### config.mk
export PLATFORM = sky130hd
export DESIGN_NAME = vera_init_sequencer
export DESIGN_NICKNAME = d
export VERILOG_FILES = /design/src/rtl/vera_seq_pkg.sv /design/src/rtl/vera_seq_timer.sv /design/src/rtl/vera_init_sequencer.sv
export SDC_FILE = /design/constraint.sdc
export NUM_CORES = 1
export LEC_CHECK = 0
export ABC_AREA = 1
export ABC_CLOCK_PERIOD_IN_PS = 3900
export BUFFER_PORTS_ARGS = -buffer_cell sky130_fd_sc_hd__buf_2
export CAP_MARGIN = 30
export CORE_UTILIZATION = 25
export DETAILED_ROUTE_END_ITERATION = 12
export PLACE_DENSITY = 0.48
export SYNTH_ARGS = -nofsm -noshare
export SYNTH_HDL_FRONTEND = slang
export SYNTH_SLANG_ARGS = --single-unit
### constraint.sdc
create_clock -name clk -period 3.9 [get_ports clk]
set_clock_uncertainty 0.15 [all_clocks]
set_input_delay 0.195 -clock clk [delete_from_list [all_inputs] [get_ports clk]]
set_output_delay 0.195 -clock clk [all_outputs]
set_load 0.05 [all_outputs]
### src/rtl/vera_seq_pkg.sv
// Shared definitions for the VERA init sequencer: opcodes, FSM states and
// command-word field accessors.
package vera_seq_pkg;

    localparam logic [2:0] OP_WRITE    = 3'd0;
    localparam logic [2:0] OP_DELAY    = 3'd1;
    localparam logic [2:0] OP_WAIT_VB  = 3'd2;
    localparam logic [2:0] OP_WAIT_IRQ = 3'd3;
    localparam logic [2:0] OP_END      = 3'd7;

    typedef enum logic [3:0] {
        ST_IDLE,
        ST_FETCH,
        ST_DECODE,
        ST_SETUP,
        ST_STROBE,
        ST_HOLD,
        ST_DELAY,
        ST_WAIT_VB,
        ST_WAIT_IRQ,
        ST_DONE
    } state_e;

    // Command word layout: [15:13] op, [12:8] register address, [7:0] data.
    function automatic logic [2:0] cmdOp(input logic [15:0] word);
        return word[15:13];
    endfunction

    function automatic logic [4:0] cmdAddr(input logic [15:0] word);
        return word[12:8];
    endfunction

    function automatic logic [7:0] cmdData(input logic [15:0] word);
        return word[7:0];
    endfunction

    function automatic int maxOf(input int a, input int b);
        return (a > b) ? a : b;
    endfunction

endpackage

### src/rtl/vera_seq_timer.sv
// Loadable down-counter with a zero flag; shared by the bus strobe phases
// and the DELAY command.
module vera_seq_timer #(
    parameter int W = 16
) (
    input  logic         clk,
    input  logic         reset,
    input  logic         load_i,
    input  logic [W-1:0] load_val_i,
    output logic         zero_o
);

    logic [W-1:0] count_q;

    // A state lasting N cycles loads N-1 on entry and leaves when zero is seen.
    always_ff @(posedge clk) begin
        if (reset) begin
            count_q <= '0;
        end else if (load_i) begin
            count_q <= load_val_i;
        end else if (count_q != '0) begin
            count_q <= count_q - W'(1);
        end
    end

    assign zero_o = (count_q == '0);

endmodule

### src/rtl/vera_init_sequencer.sv
// Scripted VERA external-bus master driven by a synchronous command ROM.
// Optional feature: define VERA_SEQ_IRQ_WAIT_EN to make op 3 wait for irq_n low.
module vera_init_sequencer
    import vera_seq_pkg::*;
#(
    parameter int ROM_AW     = 8,
    parameter int SETUP_CYC  = 2,
    parameter int STROBE_CYC = 4,
    parameter int HOLD_CYC   = 2,
    parameter int DELAY_UNIT = 256,
    parameter int AUTO_START = 1
) (
    input  logic              clk,
    input  logic              reset,
    input  logic              start_i,
    output logic [ROM_AW-1:0] rom_addr_o,
    input  logic [15:0]       rom_data_i,
    input  logic              vblank_i,
    input  logic              irq_n_i,
    output logic              bus_cs_n_o,
    output logic              bus_rd_n_o,
    output logic              bus_wr_n_o,
    output logic [4:0]        bus_a_o,
    output logic [7:0]        bus_d_out_o,
    output logic              bus_d_oe_o,
    output logic              busy_o,
    output logic              done_o
);

    localparam int TMR_MAX = maxOf(maxOf(255 * DELAY_UNIT, SETUP_CYC),
                                   maxOf(STROBE_CYC, HOLD_CYC));
    localparam int TMR_W   = $clog2(TMR_MAX + 1);

    localparam logic [TMR_W-1:0]  SETUP_LD  = TMR_W'(SETUP_CYC - 1);
    localparam logic [TMR_W-1:0]  STROBE_LD = TMR_W'(STROBE_CYC - 1);
    localparam logic [TMR_W-1:0]  HOLD_LD   = TMR_W'(HOLD_CYC - 1);
    localparam logic [ROM_AW-1:0] LAST_ADDR = '1;

    state_e            state_q, state_d;
    logic [ROM_AW-1:0] romAddr_q, romAddr_d;
    logic [4:0]        busA_q, busA_d;
    logic [7:0]        busD_q, busD_d;
    logic              autoPend_q, autoPend_d;
    logic              csN_q, wrN_q, dOe_q, busy_q, done_q;
    logic              vblankPrev_q;

    logic              tmrLoad;
    logic [TMR_W-1:0]  tmrVal;
    logic              tmrZero;
    logic [TMR_W-1:0]  delayLd;
    logic              advance;

    assign delayLd = TMR_W'(cmdData(rom_data_i)) * TMR_W'(DELAY_UNIT) - TMR_W'(1);

    vera_seq_timer #(
        .W(TMR_W)
    ) u_timer (
        .clk       (clk),
        .reset     (reset),
        .load_i    (tmrLoad),
        .load_val_i(tmrVal),
        .zero_o    (tmrZero)
    );

    // Next-state logic; 'advance' retires the current command and either
    // fetches the next word or stops at the last ROM address (no wrap).
    always_comb begin
        state_d    = state_q;
        romAddr_d  = romAddr_q;
        busA_d     = busA_q;
        busD_d     = busD_q;
        autoPend_d = autoPend_q;
        tmrLoad    = 1'b0;
        tmrVal     = '0;
        advance    = 1'b0;

        unique case (state_q)
            ST_IDLE: begin
                if (start_i || autoPend_q) begin
                    state_d    = ST_FETCH;
                    romAddr_d  = '0;
                    autoPend_d = 1'b0;
                end
            end
            ST_FETCH: state_d = ST_DECODE;
            ST_DECODE: begin
                case (cmdOp(rom_data_i))
                    OP_WRITE: begin
                        state_d = ST_SETUP;
                        busA_d  = cmdAddr(rom_data_i);
                        busD_d  = cmdData(rom_data_i);
                        tmrLoad = 1'b1;
                        tmrVal  = SETUP_LD;
                    end
                    OP_DELAY: begin
                        if (cmdData(rom_data_i) == 8'd0) begin
                            advance = 1'b1;
                        end else begin
                            state_d = ST_DELAY;
                            tmrLoad = 1'b1;
                            tmrVal  = delayLd;
                        end
                    end
                    OP_WAIT_VB: state_d = ST_WAIT_VB;
`ifdef VERA_SEQ_IRQ_WAIT_EN
                    OP_WAIT_IRQ: state_d = ST_WAIT_IRQ;
`endif
                    OP_END: state_d = ST_DONE;
                    default: advance = 1'b1;
                endcase
            end
            ST_SETUP: begin
                if (tmrZero) begin
                    state_d = ST_STROBE;
                    tmrLoad = 1'b1;
                    tmrVal  = STROBE_LD;
                end
            end
            ST_STROBE: begin
                if (tmrZero) begin
                    state_d = ST_HOLD;
                    tmrLoad = 1'b1;
                    tmrVal  = HOLD_LD;
                end
            end
            ST_HOLD: advance = tmrZero;
            ST_DELAY: advance = tmrZero;
            ST_WAIT_VB: advance = vblank_i && !vblankPrev_q;
            ST_WAIT_IRQ: begin
`ifdef VERA_SEQ_IRQ_WAIT_EN
                advance = !irq_n_i;
`else
                advance = 1'b1;
`endif
            end
            ST_DONE: begin
                if (start_i) begin
                    state_d   = ST_FETCH;
                    romAddr_d = '0;
                end
            end
            default: state_d = ST_IDLE;
        endcase

        if (advance) begin
            if (romAddr_q == LAST_ADDR) begin
                state_d = ST_DONE;
            end else begin
                state_d   = ST_FETCH;
                romAddr_d = romAddr_q + ROM_AW'(1);
            end
        end
    end

`ifndef VERA_SEQ_IRQ_WAIT_EN
    logic unusedIrq;
    assign unusedIrq = irq_n_i;
`endif

    // Bus strobes and status are registered from the next state so they
    // change cleanly on the clock edge that enters each phase.
    always_ff @(posedge clk) begin
        if (reset) begin
            state_q      <= ST_IDLE;
            romAddr_q    <= '0;
            busA_q       <= '0;
            busD_q       <= '0;
            autoPend_q   <= (AUTO_START != 0);
            csN_q        <= 1'b1;
            wrN_q        <= 1'b1;
            dOe_q        <= 1'b0;
            busy_q       <= 1'b0;
            done_q       <= 1'b0;
            vblankPrev_q <= 1'b0;
        end else begin
            state_q      <= state_d;
            romAddr_q    <= romAddr_d;
            busA_q       <= busA_d;
            busD_q       <= busD_d;
            autoPend_q   <= autoPend_d;
            csN_q        <= !(state_d inside {ST_SETUP, ST_STROBE});
            wrN_q        <= (state_d != ST_STROBE);
            dOe_q        <= (state_d inside {ST_SETUP, ST_STROBE, ST_HOLD});
            busy_q       <= !(state_d inside {ST_IDLE, ST_DONE});
            done_q       <= (state_d == ST_DONE);
            vblankPrev_q <= vblank_i;
        end
    end

    assign rom_addr_o  = romAddr_q;
    assign bus_cs_n_o  = csN_q;
    assign bus_rd_n_o  = 1'b1;
    assign bus_wr_n_o  = wrN_q;
    assign bus_a_o     = busA_q;
    assign bus_d_out_o = busD_q;
    assign bus_d_oe_o  = dOe_q;
    assign busy_o      = busy_q;
    assign done_o      = done_q;

endmodule

==> metrics.md, run 1 <==
| Metric | Value |
|---|---|
| I/O pin cnt | 48 |
| Synth top area share | 0.324 |
| Starting Density | 0.258 |
| 1st-iter DRT viols | 107 |
| Area post-placement | 3320 um2 |
| Wire per inst | 11.3 um |
| Worst reg2reg startpoint | state_q[2]$_SDFF_PP0_ |
| CTS buffer count | 5 |
| Clock root buffer | clkbuf_16 |
| Failing checks | design-rule violations |
| Hold Path Depth | 3 |
| LEAKAGE | 1.66 nW |
| Setup crit start kind | flip-flop |
| Reg2reg setup slack | 1.63 ns |
| Worst Setup Path Type | flip-flop to flip-flop |
| GPL Wtd Cong | 0.811 |
| Min Tclk post-route | 2.27 ns |
| Fill cells | 1275 |
| TritonCTS clock tree | done |
| Vias per inst | 4.43 |
| CP required | 3.91 ns |
| Synth warn | 0 |
| Port Buffer Count | 45 |
| Crit-path max FO | 16 |
| Full die area | 12300 um2 |
| Crit share post-route | 0.581 |
| Worst path cell trace | nor2_2 > inv_2 > nor2_8 > nand2_1 > nand2_2 > nor2_8 > inv_4 > nor2_8 > clkinv_2 > nand2_1 > nor2_1 |
| Mapped Avg Cell Area | 7.05 um2 |
| First-pass GRT wire length | 12000 um |
| Crit-path slowest cell | dfxtp_1 |
| N_diodes | 0 |
| Grt total ovfl | 0 |
| Reg2Reg Depth | 11 |
| Final #Nets | 492 |
| Register area share after synthesis | 0.324 |
| Synthesis-to-finish area growth | 18.1% |
| Final hold slack | 0.00787 ns |
| Setup crit end kind | flip-flop |
| Mapped cell area | 2970 um2 |
| Status | complete, but fails checks |
| Actual slew at the worst max-slew pin | 0.655 ns |
| CTS sink count | 48 |
| Reg2reg end | u_timer.count_q[10]$_SDFFE_PP0P_ |
| Vias in the first global route | 2615 |
| Register bit count reported by yosys | 48 |
| Fin. Hold Viols | 0 |
| Num rows | 39 |
| Most frequent CP cell | nor2_8 |
| Initial antenna violation count | 0 |
| Top FF cell, synth | dfxtp_1 |
| CTS Buffer Depth | 2 |
| Syn Nets | 447 |
| Max stage delay on crit path | 0.46 ns |
| Pwr Density | 642 nW/um2 |
| Final Max Slew Viols | 0 |
| Hold Crit Class | primary input to flip-flop |
| Core area | 11500 um2 |
| Cell family with most CP delay | simple AND/OR/NAND/NOR gates |
| Synth cell count leaders | nand2_1 (77), nor2_1 (77), dfxtp_1 (48) |
| Die X | 111 um |
| Setup TNS | 0 ns |
| Top post-synthesis cells by area | dfxtp_1 (32%), nand2_1 (9.7%), nor2_1 (9.7%), inv_1 (4.9%), o21ai_0 (4.6%) |
| Area leader, netlist | dfxtp_1 |
| Clk Latency, worst-skew pair | 0.29 ns |
| Cell count after synthesis | 421 |
| Number of flops mapped to enable cells by yosys | 0 |
| Post-DP HPWL | 5200 um |
| 1st-pass router iterations | 8 |
| WL final | 6890 um |
| Final instance area | 3500 um2 |
| Largest net degree at the start of global routing | 25 |
| Total number of vias | 2701 |
| RSZ-0062 raised after global routing | no |
| Async S/R FF share, synth | 0 |
| Final core utilization | 0.304 |
| Critical path arrival | 2.27 ns |
| CTS clk-pin slew, worst paths | 0.07 ns |
| Worst Hold Launch | rom_data_i[11] |
| Final setup fails | 0 |
| Max IR drop VDD | 0.221 mV |
| Total GRT Usage | 0.119 |
| Hold EP | bus_a_o[3]$_SDFFE_PP0P_ |
| Routed Antenna Nets | 0 |
| Max-cap violations | 0 |
| Share of cells above drive strength 1 | 0.255 |
| Die height | 111 um |
| Distinct cells, synth | 38 |
| Critical path buffer and inverter count | 3 |
| CTS HTree Levels | 2 |
| DRC | 2 |
| Fmax | 0.441 GHz |
| Slew headroom | 0.563 |
-- timing repair --
action                                 4_1_cts  5_1_grt
gates resized for setup                      0        0
setup buffers                                0        0
endpoints found under the hold margin        2        0
hold buffers                                 2        0
-- routing by layer --
metal	track usage	wire length (um)
met1	0.154	3360
met2	0.199	3180
met3	0.0224	263
met4	0.0356	79
met5	0	0
-- tightest hold or removal path: stages --
cell and delay, ns:
buf_2 0.07, o21ai_0 0.08, nor2_1 0.08
-- area by class of cell --
| cell class | instances | area, um2 | area share |
|---|---|---|---|
| Multi-Input combinational cell | 316 | 1770 | 0.506 |
| Sequential cell | 48 | 961 | 0.274 |
| Timing Repair Buffer | 47 | 245 | 0.0700 |
| Inverter | 48 | 184 | 0.0525 |
| Tap cell | 143 | 179 | 0.0511 |
| Clock buffer | 6 | 129 | 0.0368 |
| Clock inverter | 2 | 35.0 | 0.0100 |
-- kinds of logic after synthesis --
| kind of cell | after synthesis | synth area share |
|---|---|---|
| adder cells (fa/ha/maj) | 5 | 0.0211 |
| AND/OR/NAND/NOR | 237 | 0.399 |
| multiplexers | 1 | 0.00337 |
| XOR/XNOR | 17 | 0.0502 |
| other | 1 | 0.00126 |
| flip-flops | 48 | 0.324 |
| AO/OA/AOI/OAI | 55 | 0.122 |
| buffers and inverters | 57 | 0.0793 |
-- cells in the final DEF, fill, tap and decap left out, types with 2 or more instances in the layout --
cell | Yosys | final
nand2_1 | 77 | 77
nor2_1 | 77 | 77
dfxtp_1 | 48 | 48
buf_2 | 2 | 45
inv_1 | 39 | 39
o21ai_0 | 27 | 27
nand3_1 | 26 | 26
nand2_2 | 18 | 18
xor2_1 | 12 | 12
nor2_2 | 12 | 12
a21oi_1 | 12 | 12
a211oi_2 | 9 | 9
inv_2 | 6 | 6
nor2_8 | 5 | 5
nor2_4 | 5 | 5
nor3_1 | 5 | 5
xnor2_1 | 5 | 5
ha_1 | 5 | 5
clkbuf_16 | 0 | 5
nand4_1 | 3 | 3
nand2_4 | 3 | 3
nand3_2 | 2 | 2
nor3_2 | 2 | 2
clkinv_2 | 1 | 2
o21ai_1 | 2 | 2
dlygate4sd3_1 | 0 | 2
-- registers in the layout (all words and copies together) (netlist names), 4 cells and up --
signal / cells
bus_a_o: 5
bus_d_out_o: 8
rom_addr_o: 8
state_q: 4
u_timer.count_q: 16
-- report_power, final --
part | leakage (nW) | internal (mW) | switching, mW | total, mW
clock | 0.0808 | 0.302 | 0.188 | 0.490
sequential | 0.391 | 0.585 | 0.0736 | 0.658
combinational | 1.19 | 0.381 | 0.722 | 1.10
-- worst max-delay path by stage --
| stage | slack (ns) | to | cells after the start | from |
|---|---|---|---|---|
| 3_5_place_dp | 1.61 | u_timer.count_q[10]$_SDFFE_PP0P_ | 14 | rom_data_i[0] |
| 3_3_place_gp | 1.64 | u_timer.count_q[10]$_SDFFE_PP0P_ | 14 | rom_data_i[0] |
| 5_1_grt | 1.48 | u_timer.count_q[14]$_SDFFE_PP0P_ | 11 | state_q[2]$_SDFF_PP0_ |
| 6_report | 1.63 | u_timer.count_q[10]$_SDFFE_PP0P_ | 11 | state_q[2]$_SDFF_PP0_ |
| 4_1_cts | 1.61 | u_timer.count_q[10]$_SDFFE_PP0P_ | 11 | state_q[2]$_SDFF_PP0_ |
| 2_1_floorplan | 1.68 | rom_addr_o[0]$_SDFF_PP0_ | 8 | rom_addr_o[0]$_SDFF_PP0_ |
-- per-stage QoR --
step | setup WS, ns | cells | power [mW]
floorplan | 1.68 | 421 | 1.57
global placement | 1.64 | 600 | 1.76
detailed placement | 1.61 | 600 | 1.77
CTS | 1.61 | 610 | 2.28
global route | 1.48 | 610 | 2.45
finish | 1.63 | 610 | 2.25
Note: power is estimated with default switching activity, not from simulation.
==> run 2: changes to the inputs <==
- ABC_CLOCK_PERIOD_IN_PS: 3900 -> 2100
- clock period: 3.9 -> 2.1 ns (I/O delays scaled with it)
==> metrics.md, run 2 (synthesis gave the netlist of run 1 again) <==
| Metric | Value |
|---|---|
| Status | complete, but fails checks |
| Failing checks | design-rule violations |
| Sw Ratio | 0.451 (+0.0136) |
| Full die area | 12300 um2 (unchanged) |
| Setup crit end kind | flip-flop |
| Setup crit start kind | primary input |
| Largest net degree at the start of global routing | 24 (-4.0%) |
| Commonest non-fill, non-tap cell in the layout | nor2_1 |
| Worst Hold Launch | rom_data_i[0] |
| N_diodes | 0 (unchanged) |
| Fin. Hold Viols | 0 (unchanged) |
| Die height | 111 um (unchanged) |
| Max-cap violations | 0 (unchanged) |
| CTS buffer count | 5 (unchanged) |
| Setup TNS | 0 ns (unchanged) |
| TritonCTS clock tree | done |
| Final #Nets | 518 (+5.3%) |
| 1st-pass router iterations | 8 (unchanged) |
| Vias per inst | 4.32 (-2.5%) |
| Commonest cells after routing, fill and taps aside | nor2_1 (74), nand2_1 (73), dfxtp_1 (45), buf_2 (45), inv_1 (37) |
| Slew headroom | 0.557 (-0.00604) |
| Clock root buffer | clkbuf_16 |
| GPL Wtd Cong | 0.784 (-3.4%) |
| Pwr Density | 1140 nW/um2 (+77%) |
| Final Max Slew Viols | 0 (unchanged) |
| CTS sink count | 48 (unchanged) |
| P_int | 2.37 mW (+87%) |
| Starting Density | 0.258 (unchanged) |
| 1st-iter DRT viols | 87 (-19%) |
| LEAKAGE | 1.79 nW (+7.4%) |
| CTS Buffer Depth | 2 (unchanged) |
| Reg2reg end | u_timer.count_q[1]$_SDFFE_PP0P_ |
| Hold Crit Class | primary input to flip-flop |
| CTS HTree Levels | 2 (unchanged) |
| Hold Path Depth | 4 (+1) |
| Switching Power | 1.94 mW (+97%) |
| Register share of total power | 0.286 (-0.006) |
| First-pass GRT wire length | 12000 um (-0.17%) |
| Crit share post-route | 0.935 |
| Largest register FFs | 16 (unchanged) |
| Clock Power Share | 0.193 (-0.025) |
| Reg with most FFs | u_timer.count_q |
| Critical path arrival | 1.99 ns (-0.28 ns) |
| Fmax | 0.509 GHz |
| WL final | 7120 um (+3.3%) |
| Total GRT Usage | 0.120 (+0.000948) |
| Clk Latency, worst-skew pair | 0.30 ns (about the same) |
| DRC | 2 (unchanged) |
| Vias in the first global route | 2563 (-2.0%) |
| CP required | 2.13 ns (-1.78 ns) |
| Reg2Reg Depth | 12 (+1) |
| Total number of vias | 2746 (+1.7%) |
| Worst Setup Path Type | primary input to flip-flop |
| Reg2reg setup slack | 0.18 ns (-1.45 ns) |
| Routed Antenna Nets | 0 (unchanged) |
| Initial antenna violation count | 0 (unchanged) |
| Final Power | 4.31 mW (+91%) |
| Min Tclk post-route | 1.96 ns |
| CTS clk-pin slew, worst paths | 0.07 ns (about the same) |
| Wire per inst | 11.2 um (-0.91%) |
| Hold EP | bus_d_out_o[0]$_SDFFE_PP0P_ |
| RSZ-0062 raised after global routing | no |
| Num rows | 39 (unchanged) |
| Synthesis-to-finish area growth | 27.9% |
| Port Buffer Count | 45 (unchanged) |
| Final setup fails | 0 (unchanged) |
| Actual slew at the worst max-slew pin | 0.664 ns (+0.00904 ns) |
| Max IR drop VDD | 0.348 mV (+57%) |
| Share of cells above drive strength 1 | 0.306 (+0.0515) |
| Crit-path max FO | 8 (-8) |
| Die X | 111 um (unchanged) |
| I/O pin cnt | 48 (unchanged) |
| Core area | 11500 um2 (unchanged) |
| Worst reg2reg startpoint | u_timer.count_q[0]$_SDFFE_PP0P_ |
| Post-DP HPWL | 5280 um (+1.5%) |
| Comb power frac | 0.521 (+0.031) |
| Grt total ovfl | 0 (unchanged) |
## run 2: timing repair
| action | 4_1_cts | 5_1_grt |
|---|---|---|
| setup buffers | 0 | 3 |
| resized for setup | 0 | 21 |
| hold buffers | 13 | 0 |
| hold endpoints to repair | 13 | 0 |
| setup endpoints to repair | 0 | 31 |
## run 2: layout make-up
class / instances / area, um2
Fill cell: 1269 / 7720
Multi-Input combinational cell: 316 / 1850
Sequential cell: 48 / 965
Timing Repair Buffer: 73 / 468
Inverter: 48 / 184
Tap cell: 143 / 179
Clock buffer: 5 / 125
Clock inverter: 3 / 25.0
## run 2: power groups by stage
stage	clock network (mW)	logic (mW)	registers (mW)
floorplan	0	1.52	1.40
global placement	0	2.10	1.24
detailed placement	0	2.11	1.24
CTS	0.866	2.13	1.22
global route	0.904	2.52	1.25
finish	0.833	2.24	1.23
## run 2: worst max-delay path by stage
stage,start,end,slack (ns),cells past startpoint
global route,u_timer.count_q[0]$_SDFFE_PP0P_,bus_d_oe_o$_SDFF_PP0_,0.0009,15
CTS,rom_data_i[2],u_timer.count_q[11]$_SDFFE_PP0P_,0.08,14
detailed placement,u_timer.count_q[0]$_SDFFE_PP0P_,u_timer.count_q[5]$_SDFFE_PP0P_,0.11,12
finish,rom_data_i[7],u_timer.count_q[11]$_SDFFE_PP0P_,0.14,14
floorplan,rom_addr_o[0]$_SDFF_PP0_,rom_addr_o[0]$_SDFF_PP0_,0.08,8
global placement,u_timer.count_q[0]$_SDFFE_PP0P_,u_timer.count_q[10]$_SDFFE_PP0P_,0.12,14
## run 2: routing by layer
| layer | track usage | vias to the layer above | share of wire |
|---|---|---|---|
| met5 | 0 | - | 0 |
| met4 | 0.0411 | 0 | 0.013 |
| met3 | 0.0241 | 6 | 0.041 |
| met2 | 0.197 | 44 | 0.46 |
| met1 | 0.155 | 1226 | 0.49 |
| li1 | - | 1470 | - |
## run 2: metrics by stage
stage	instance area (um2)	hold slack (ns)	worst slack (ns)	util	std cells
3_5_place_dp	3410	0.185	0.105	0.296	612
5_1_grt	3790	0.0650	0.000909	0.330	636
2_1_floorplan	2970	0.0275	0.0808	-	421
4_1_cts	3690	0.0432	0.0806	0.321	633
3_3_place_gp	3410	0.180	0.119	0.296	612
6_report	3790	0.0495	0.136	0.330	636
## run 2: critical path, cell delays in order
cell and delay, ns:
dlygate4sd3_1 0.54, buf_2 0.15, nor2_1 0.10, nand2_1 0.10
nor2_4 0.15, nor2_2 0.06, nand2_4 0.11, nand2_4 0.08
nor2_8 0.18, inv_4 0.08, nor2_8 0.11, clkinv_2 0.10
nand2_1 0.07, nor2_1 0.04
